===== src/rtl/avl_arbiter_pkg.sv =====
// Shared types, window constants and helpers for the two-port Avalon arbiter.
package avl_arbiter_pkg;

   // Default Avalon window; the top bound is exclusive.
   localparam logic [31:0] AvlBaseAddrDefault = 32'h8000_0000;
   localparam logic [31:0] AvlTopAddrDefault  = 32'h9000_0000;

   typedef enum logic [1:0] {
      IDLE,
      CMD,
      RDWAIT,
      DONE
   } avl_arb_state_t;

   typedef enum logic {
      IMEM,
      DMEM
   } avl_port_t;

   typedef struct packed {
      logic [31:0] addr;
      logic [31:0] wdata;
      logic [3:0]  wstrb;
      logic        instr;
   } avl_req_t;

   // True when addr falls inside [base, top).
   function automatic logic in_window(input logic [31:0] addr,
                                      input logic [31:0] base,
                                      input logic [31:0] top);
      return (addr >= base) && (addr < top);
   endfunction

endpackage


===== src/rtl/avl_arb_hold.sv =====
// One-entry request holding register with a full flag, one per arbiter port.
module avl_arb_hold
   import avl_arbiter_pkg::*;
(
   input  logic     clock,
   input  logic     reset,
   input  logic     valid,
   input  avl_req_t req,
   input  logic     grant,
   output logic     full,
   output avl_req_t held
);

   logic     full_q, full_d;
   avl_req_t held_q, held_d;

   // A grant with an empty register means the live request was bypassed straight
   // through, so it must not also be captured.
   always_comb begin
      full_d = full_q;
      held_d = held_q;
      if (valid && !(grant && !full_q)) begin
         full_d = 1'b1;
         held_d = req;
      end else if (grant) begin
         full_d = 1'b0;
      end
   end

   // Holding register state.
   always_ff @(posedge clock or negedge reset) begin
      if (!reset) begin
         full_q <= 1'b0;
         held_q <= '0;
      end else begin
         full_q <= full_d;
         held_q <= held_d;
      end
   end

   assign full = full_q;
   assign held = held_q;

endmodule


===== src/rtl/avl_arbiter.sv =====
// Round-robin arbiter sharing one Avalon-MM master between fetch and load/store.
module avl_arbiter
   import avl_arbiter_pkg::*;
#(
   parameter logic [31:0] avl_base_addr = AvlBaseAddrDefault,
   parameter logic [31:0] avl_top_addr  = AvlTopAddrDefault
) (
   input  logic        clock,
   input  logic        reset,
   input  logic        imem_valid,
   input  logic [31:0] imem_addr,
   output logic [31:0] imem_rdata,
   output logic        imem_ready,
   input  logic        dmem_valid,
   input  logic [31:0] dmem_addr,
   input  logic [31:0] dmem_wdata,
   input  logic [3:0]  dmem_wstrb,
   output logic [31:0] dmem_rdata,
   output logic        dmem_ready,
   output logic [31:0] avl_address,
   output logic [3:0]  avl_byteenable,
   output logic        avl_read,
   output logic        avl_write,
   output logic [31:0] avl_writedata,
   input  logic [31:0] avl_readdata,
   input  logic        avl_waitrequest,
   input  logic        avl_readdatavalid
);

   avl_req_t       imem_in, dmem_in, imem_held, dmem_held, grant_req;
   logic           imem_full, dmem_full, imem_cand, dmem_cand;
   logic           imem_grant, dmem_grant, grant_valid, grant_wr;
   avl_port_t      grant_port;

   avl_arb_state_t state_q, state_d;
   avl_port_t      port_q, port_d, last_q, last_d;
   logic           wr_q, wr_d;
   logic [31:0]    address_q, address_d, wdata_q, wdata_d;
   logic [3:0]     be_q, be_d;
   logic           read_q, read_d, write_q, write_d;
   logic           imem_ready_q, imem_ready_d, dmem_ready_q, dmem_ready_d;
   logic [31:0]    imem_rdata_q, imem_rdata_d, dmem_rdata_q, dmem_rdata_d;
   logic           done_pulse;
   logic [31:0]    done_data;

   // Fetches never write; the instr bit tags the originating port.
   assign imem_in = '{addr: imem_addr, wdata: 32'h0, wstrb: 4'h0, instr: 1'b1};
   assign dmem_in = '{addr: dmem_addr, wdata: dmem_wdata, wstrb: dmem_wstrb, instr: 1'b0};

   assign imem_cand = imem_full || imem_valid;
   assign dmem_cand = dmem_full || dmem_valid;

   avl_arb_hold u_imem_hold (
      .clock (clock),
      .reset (reset),
      .valid (imem_valid),
      .req   (imem_in),
      .grant (imem_grant),
      .full  (imem_full),
      .held  (imem_held)
   );

   avl_arb_hold u_dmem_hold (
      .clock (clock),
      .reset (reset),
      .valid (dmem_valid),
      .req   (dmem_in),
      .grant (dmem_grant),
      .full  (dmem_full),
      .held  (dmem_held)
   );

   // Round-robin pick in IDLE; the held entry takes precedence over the live input.
   always_comb begin
      grant_valid = 1'b0;
      grant_port  = IMEM;
      if (state_q == IDLE) begin
         if (imem_cand && dmem_cand) begin
            grant_port = (last_q == IMEM) ? DMEM : IMEM;
         end else if (dmem_cand) begin
            grant_port = DMEM;
         end
         grant_valid = imem_cand || dmem_cand;
      end
      if (grant_port == IMEM) begin
         grant_req = imem_full ? imem_held : imem_in;
      end else begin
         grant_req = dmem_full ? dmem_held : dmem_in;
      end
   end

   assign grant_wr   = (grant_req.wstrb != 4'h0);
   assign imem_grant = grant_valid && (grant_port == IMEM);
   assign dmem_grant = grant_valid && (grant_port == DMEM);

   // Transaction FSM next state and registered outputs.
   always_comb begin
      state_d      = state_q;
      port_d       = port_q;
      last_d       = last_q;
      wr_d         = wr_q;
      address_d    = address_q;
      be_d         = be_q;
      wdata_d      = wdata_q;
      read_d       = read_q;
      write_d      = write_q;
      imem_ready_d = 1'b0;
      dmem_ready_d = 1'b0;
      imem_rdata_d = 32'h0;
      dmem_rdata_d = 32'h0;
      done_pulse   = 1'b0;
      done_data    = 32'h0;

      unique case (state_q)
         IDLE: begin
            if (grant_valid) begin
               last_d = grant_port;
               port_d = grant_req.instr ? IMEM : DMEM;
               wr_d   = grant_wr;
               if (in_window(grant_req.addr, avl_base_addr, avl_top_addr)) begin
                  state_d   = CMD;
                  address_d = grant_req.addr - avl_base_addr;
                  be_d      = grant_wr ? grant_req.wstrb : 4'hF;
                  wdata_d   = grant_wr ? grant_req.wdata : 32'h0;
                  read_d    = !grant_wr;
                  write_d   = grant_wr;
               end else begin
                  // Out-of-window: no bus cycle, answer with zero data.
                  state_d = DONE;
               end
            end
         end
         CMD: begin
            if (!avl_waitrequest) begin
               read_d    = 1'b0;
               write_d   = 1'b0;
               address_d = 32'h0;
               be_d      = 4'h0;
               wdata_d   = 32'h0;
               if (wr_q) begin
                  state_d    = DONE;
                  done_pulse = 1'b1;
               end else if (avl_readdatavalid) begin
                  // Zero-latency slave returns data in the accepting cycle.
                  state_d    = DONE;
                  done_pulse = 1'b1;
                  done_data  = avl_readdata;
               end else begin
                  state_d = RDWAIT;
               end
            end
         end
         RDWAIT: begin
            if (avl_readdatavalid) begin
               state_d    = DONE;
               done_pulse = 1'b1;
               done_data  = avl_readdata;
            end
         end
         DONE: begin
            // Bus paths enter DONE with ready already raised; out-of-window entries
            // raise it here, one cycle later.
            if (imem_ready_q || dmem_ready_q) begin
               state_d = IDLE;
            end else begin
               done_pulse = 1'b1;
            end
         end
      endcase

      if (done_pulse) begin
         if (port_q == IMEM) begin
            imem_ready_d = 1'b1;
            imem_rdata_d = done_data;
         end else begin
            dmem_ready_d = 1'b1;
            dmem_rdata_d = done_data;
         end
      end
   end

   // State and output registers.
   always_ff @(posedge clock or negedge reset) begin
      if (!reset) begin
         state_q      <= IDLE;
         port_q       <= IMEM;
         last_q       <= DMEM;
         wr_q         <= 1'b0;
         address_q    <= 32'h0;
         be_q         <= 4'h0;
         wdata_q      <= 32'h0;
         read_q       <= 1'b0;
         write_q      <= 1'b0;
         imem_ready_q <= 1'b0;
         dmem_ready_q <= 1'b0;
         imem_rdata_q <= 32'h0;
         dmem_rdata_q <= 32'h0;
      end else begin
         state_q      <= state_d;
         port_q       <= port_d;
         last_q       <= last_d;
         wr_q         <= wr_d;
         address_q    <= address_d;
         be_q         <= be_d;
         wdata_q      <= wdata_d;
         read_q       <= read_d;
         write_q      <= write_d;
         imem_ready_q <= imem_ready_d;
         dmem_ready_q <= dmem_ready_d;
         imem_rdata_q <= imem_rdata_d;
         dmem_rdata_q <= dmem_rdata_d;
      end
   end

   assign avl_address    = address_q;
   assign avl_byteenable = be_q;
   assign avl_writedata  = wdata_q;
   assign avl_read       = read_q;
   assign avl_write      = write_q;
   assign imem_ready     = imem_ready_q;
   assign dmem_ready     = dmem_ready_q;
   assign imem_rdata     = imem_rdata_q;
   assign dmem_rdata     = dmem_rdata_q;

endmodule


===== config.mk =====
export PLATFORM = sky130hd
export DESIGN_NAME = avl_arbiter
export DESIGN_NICKNAME = d
export VERILOG_FILES = /design/src/rtl/avl_arbiter_pkg.sv /design/src/rtl/avl_arb_hold.sv /design/src/rtl/avl_arbiter.sv
export SDC_FILE = /design/constraint.sdc
export NUM_CORES = 1
export LEC_CHECK = 0
export BUFFER_PORTS_ARGS = -buffer_cell sky130_fd_sc_hd__buf_4
export CAP_MARGIN = 40
export CORE_MARGIN = 8
export CORE_UTILIZATION = 40
export CTS_CLUSTER_SIZE = 30
export DETAILED_ROUTE_END_ITERATION = 8
export HOLD_SLACK_MARGIN = 0.02
export PLACE_DENSITY = 0.63
export RECOVER_POWER = 50
export SLEW_MARGIN = 10
export SYNTH_ARGS = -nofsm -noshare
export SYNTH_HDL_FRONTEND = slang
export SYNTH_HIERARCHICAL = 1
export SYNTH_SLANG_ARGS = --single-unit

===== constraint.sdc =====
create_clock -name clock -period 4.95 [get_ports clock]
set_input_delay 0.99 -clock clock [delete_from_list [all_inputs] [get_ports clock]]
set_output_delay 0.99 -clock clock [all_outputs]
set_load 0.02 [all_outputs]

# [Word-level counts from Yosys, hierarchy flattened]
# Index checks and enable logic that the tools add are counted.
[totals] in_bits=138 mem_bits_ro=0 wordCells=115 out_inout_bits=136 latchBits=0 ramBits=0 regBits=244 n_memories=0
[op_classes] mul=0 shift=0 eq_ne=8 n_lt_le_gt_ge=2 div=0 add_sub_neg=1 n_bitwise=1 n_reduce_logical=25 muxes=58
[ops] operator="$mux 32" count=13
[ops] operator="$mux 69" count=3
[ops] operator="$pmux 32 s2" count=3
[ops] operator="$ge 32x32->1 const B" count=1
[ops] operator="$lt 32x32->1 const B" count=1
[ops] operator="$sub 32x32->32 const B" count=1
[ops] operator="$mux 1" count=25
[ops] operator="$mux 4" count=4
[ops] operator="$mux 2" count=5
[ops] operator="$logic_and 1x1->1" count=8
[ops] operator="$ne 2x2->1 const B" count=4
[ops] operator="$pmux 2 s4" count=1
[ops] operator="$pmux 4 s2" count=1
[ops] operator="$reduce_and 4->1" count=2
[ops] operator="$reduce_bool 2->1" count=3
[ops] operator="$logic_not 1->1" count=5
[ops] operator="$eq 2x2->1 const B" count=2
[ops] operator="$logic_or 1x1->1" count=4
[ops] operator="$pmux 1 s2" count=2
[ops] operator="$reduce_bool 4->1" count=1
[ops] operator="$pmux 1 s3" count=1
[ops] operator="$eq 2x1->1 const B" count=1
[ops] operator="$logic_not 2->1" count=1
[ops] operator="$ne 2x1->1 const B" count=1
[ops] operator="2 further kinds" count=2

# [Logic depth before layout (Yosys ltp)]
[depth] ltp_word=10 ltp_mapped=12 mapped_depth_nobuf=9

# [Cells and area by module]
# The synthesis kept the hierarchy.
[by_module_without_submodules] module="avl_arbiter" cells_each=695 instances=1 seq_area_each_um2=3529.6 area_per_inst_um2=7469.7
[by_module_without_submodules] module="avl_arb_hold" cells_each=149 instances=2 seq_area_each_um2=1751.7 area_per_inst_um2=2618.8

# [Least setup slack after synthesis]
# OpenSTA, ideal clock, no wires.
[synth_timing] kind="input -> register" startpoint="input port dmem_valid" endpoint="register u_imem_hold.held_q (netlist bit u_imem_hold/held[53])" slack_ps=2271 t_arrival_ps=2552 stages=10 setup_ps=127 cell_sequence="o21ai_2 nand2b_1 inv_2 buf_1 nor2_1 inv_2 o21ai_4 buf_6 buf_6 mux2_1"
[synth_via] elab_chain_len=9 elab_cells_between_ends=12
[synth_rtl] element="from (decl)" line_no="avl_arbiter.sv:14" source="input logic dmem_valid,"
[synth_rtl] element="$logic_or 1x1->1 *" line_no="avl_arbiter.sv:51" source="assign dmem_cand = dmem_full || dmem_valid;"
[synth_rtl] element="$mux 1 or $logic_and 1x1->1 (tied branches)" line_no="avl_arbiter.sv:80, avl_arbiter.sv:78"
[synth_rtl] element="$mux 1" line_no="avl_arbiter.sv:78" source="if (imem_cand && dmem_cand) begin"
[synth_rtl] element="$mux 1" line_no="avl_arbiter.sv:77" source="if (state_q == IDLE) begin"
[synth_rtl] element="$not 1->1" line_no="avl_arbiter.sv:93" source="assign imem_grant = grant_valid && (grant_port == IMEM);"
[synth_rtl] element="$logic_and 1x1->1 *" line_no="avl_arbiter.sv:93"
[synth_rtl] element="via imem_grant" line_no="avl_arbiter.sv:32" source="logic imem_grant, dmem_grant, grant_valid, grant_wr;"
[synth_rtl] element="$logic_and 1x1->1 *" line_no="avl_arb_hold.sv:22" source="if (valid && !(grant && !full_q)) begin"
[synth_rtl] element="$logic_not 1->1 *" line_no="avl_arb_hold.sv:22"
[synth_rtl] element="$logic_and 1x1->1 *" line_no="avl_arb_hold.sv:22"
[synth_rtl] element="to (signal assigned)" line_no="avl_arb_hold.sv:37" source="held_q <= held_d;"
[synth_rtl] element="to (decl)" line_no="avl_arb_hold.sv:15" source="avl_req_t held_q, held_d;"
# Mark *: on every way through the listed nets, which the timed path passes. The rest lies on a longest branch.
# A chain may end at the register's enable or synchronous reset.

# [Final worst setup path]
[layout_timing] startpoint="register u_dmem_hold.full_q, in the netlist u_dmem_hold/full" endpoint="register wdata_q[14], in the netlist avl_writedata[14]"
[layout_via] elab_chain_len=10 elab_cells_between_ends=20
[layout_rtl] element="from (decl)" line_no="avl_arb_hold.sv:14" source="logic full_q, full_d;"
[layout_rtl] element="from (signal assigned)" line_no="avl_arb_hold.sv:36" source="full_q <= full_d;"
[layout_rtl] element="branches (longest 10 deep; another with $ge 32x32->1)"
[layout_rtl] element="to (signal assigned)" line_no="avl_arbiter.sv:205" source="wdata_q <= wdata_d;"
[layout_rtl] element="to (decl)" line_no="avl_arbiter.sv:38" source="logic [31:0] address_q, address_d, wdata_q, wdata_d;"
# Several ways; the timed one is not identified. The select of a mux whose other input is x is not followed.

==> run summary <==
outcome -> finished, violations left
failing checks -> capacitance limit, slew limit
Skew-Pair Late Insertion Delay -> 500 ps
Routed WL -> 32.5 mm
number of synthesized flops with an enable pin -> 0
Tmin final -> 3420 ps
initial antenna violation count -> 2
largest net degree at the start of global routing -> 130
global route hottest layer -> met2
layout cells sized above 1 -> 33.8%
final-stage net count -> 1431
max-cap viol count -> 2
Total GRT Usage -> 17.1%
die area -> 37700 um2
CP Launch Type -> register
drt pass-1 iters -> 4
setup TNS -> 0 ps
Cells after Synth -> 993
area grow syn2layout -> 26.7%
worst clock skew -> 15.5 ps
Wirelength per Cell -> 18.9 um
Top FF cell, synth -> dfrtp_1
DP Cell Count -> 1654
simple-gate share of the synthesized area -> 9.72%
YS warnings -> 6
global-route wire length before repair -> 52.3 mm
Yosys cell types -> 46
Initial Util -> 40.5%
total CTS buffers -> 34
#FFs+latches synth -> 281
headroom to the max-slew limit -> -38.1%
adder-cell share of the synthesized area -> 0.650%
vias in the first global route -> 9341
largest family of logic cells by synthesized area -> multiplexers
Req. time, crit path -> 5360 ps
average cell area after synthesis -> 12.8 um2
met1 Use GR -> 21.5%
R2R cell count -> 7
fin cells -> 1714
total power -> 0.00916 W
share of the synthesized area in the top cell type -> 55.1%
post-CTS resize count -> 0
pwr dens -> 569 nW/um2
cell taking the most area after synthesis -> dfrtp_1
ANT cells -> 0
CP max stage delay -> 840 ps
Post-CTS Hold Buffers -> 0
Filler cells -> 2831
Worst R2R End -> avl_writedata[14]
FF-to-FF Start -> u_dmem_hold/full
top-count cell post-synth -> dfrtp_1
placer congestion estimate -> 0.768
compound-gate portion of the synthesized area -> 6.15%
critical path fanouts, max -> 31
met2 GRT Util -> 27.9%
register area share after synthesis -> 55.3%
Max H-tree Level -> 2
Core ar. -> 31400 um2
DRT iter0 DRCs -> 371
Slew @ Worst Pin -> 2070 ps
Final period util -> 69.1%
crit path kind -> reg -> reg
CTS Sinks -> 281
FMAX -> 292 MHz
Post-DRT Antenna Nets -> 0
most frequent cells after synthesis -> dfrtp_1, mux2_2, and3_1
Hold Crit Endpoint -> last_q
Critical Path Sink Type -> register
critical path's slowest cell -> dfrtp_4
Leakage Power -> 8.17 nW
CTS max path bufs -> 3
final hold vios -> 0
grt ovf -> 0
DP Wirelength -> 22.4 mm
drc violations -> 0
Hold Path Class -> reg -> reg
mux share of post-synthesis cell area -> 23.8%
Via Count -> 8683
vias per inst -> 5.07
Max Slew Vio Count -> 106
Critical Path AT -> 3830 ps
Critical Path Start -> u_dmem_hold/full
Hold Path Origin -> last_q
RSZ-0062 raised after global routing -> false
CTS root buffer -> clkbuf_16
# port buffers -> 273
Hold Path Stages -> 2
critical path cell sequence -> o21ai_2 > nand2b_2 > inv_2 > nor4_4 > nor2_8 > buf_4 > mux2i_1
die width -> 194 um
Cell Area, Synth -> 12700 um2
met3 Use GR -> 6.20%
Synth Area in XOR/XNOR -> 0%
Die Y -> 194 um
I/O pin total -> 274
synth top area cells -> dfrtp_1, mux2_2, mux2i_1
Cell Rows -> 65
postcts setup bufs -> 0
CTS tree -> done
Synth async-reset ratio -> 100%
clock transition at the registers of the reported paths -> 60 ps
Peak supply drop -> 290 uV
Reg2Reg Setup Slack -> 1530 ps
final setup vio count -> 0
-- flip-flops by register name, summed over array words and instances (netlist names) --
name              cells
avl_write             1
imem_rdata           32
wr_q                  1
avl_address          32
imem_ready            1
u_imem_hold/full      1
u_dmem_hold/full      1
u_imem_hold/held     69
last_q                1
state_q               2
avl_writedata        32
u_dmem_hold/held     69
avl_byteenable        4
dmem_rdata           32
dmem_ready            1
port_q                1
avl_read              1
-- logic make-up after synthesis --
| kind of cell | Yosys count |
|---|---|
| adder cells (fa/ha/maj) | 7 |
| buffers and inverters | 111 |
| other | 2 |
| AND/OR/NAND/NOR | 212 |
| AO/OA/AOI/OAI | 112 |
| flip-flops | 281 |
| multiplexers | 268 |
-- routing by layer --
layer  vias to the layer above  wire length [um]
met2                       239             15300
met4                         4               503
met3                        44              2680
met1                      4314             14000
li1                       4082                 -
met5                         -                25
-- stage by stage --
| stage | instance area [um2] | hold slack, ps | setup WS [ps] | util [%] |
|---|---|---|---|---|
| 5_1_grt | 16100 | 499 | 1150 | 51.3 |
| 6_report | 16100 | 480 | 1530 | 51.3 |
| 3_3_place_gp | 15200 | 472 | 1310 | 48.4 |
| 4_1_cts | 16400 | 483 | 1450 | 52.2 |
| 3_5_place_dp | 15300 | 474 | 1250 | 48.7 |
| 2_1_floorplan | 12800 | 453 | 2270 | - |
-- worst max-delay path, delay by kind of cell (launching register included) --
kind	cells	cell delay (ps)
buf+inv	2	1050
flops	1	840
mux	1	260
simple gates	3	1020
compound gates	1	120
-- worst max path at each step --
stage                      endpoint  slack [ps]
2_1_floorplan  u_imem_hold/held[53]        2270
3_3_place_gp       avl_writedata[9]        1310
3_5_place_dp      avl_writedata[22]        1250
4_1_cts           avl_writedata[14]        1450
5_1_grt               dmem_rdata[1]        1150
6_report          avl_writedata[14]        1530
-- cell usage in the layout (no fill, tap or decap), types with 5 or more instances in the layout --
cell and instances:
dfrtp_1 278, buf_4 217, mux2_2 120, and3_1 96, mux2i_1 94, clkbuf_1 81
a211oi_1 56, nor2_1 44, conb_1 38, clkbuf_16 37, inv_1 36, o21ai_0 35
mux2_4 34, nor2b_1 31, mux2_1 20, nand2_1 8, and2_1 6, clkbuf_8 6
a21oi_1 5, clkinv_2 5
-- cell type report --
class                      count  area (um2)  area share (%)
tap                          402         503            3.12
multi-input combinational    637        5280            32.8
timing repair buffer         295        2040            12.7
clock inverter                 7        45.0           0.280
inverter                      39         146           0.909
clock buffer                  53        1050            6.50
sequential                   281        7040            43.7
-- where the power goes --
part	switching [W]	total, W	internal, W
sequential	0.000360	0.00318	0.00282
clock	0.000928	0.00238	0.00146
combinational	0.00194	0.00359	0.00165
total	0.00323	0.00916	0.00593
Power figures use the tool's default switching activity.
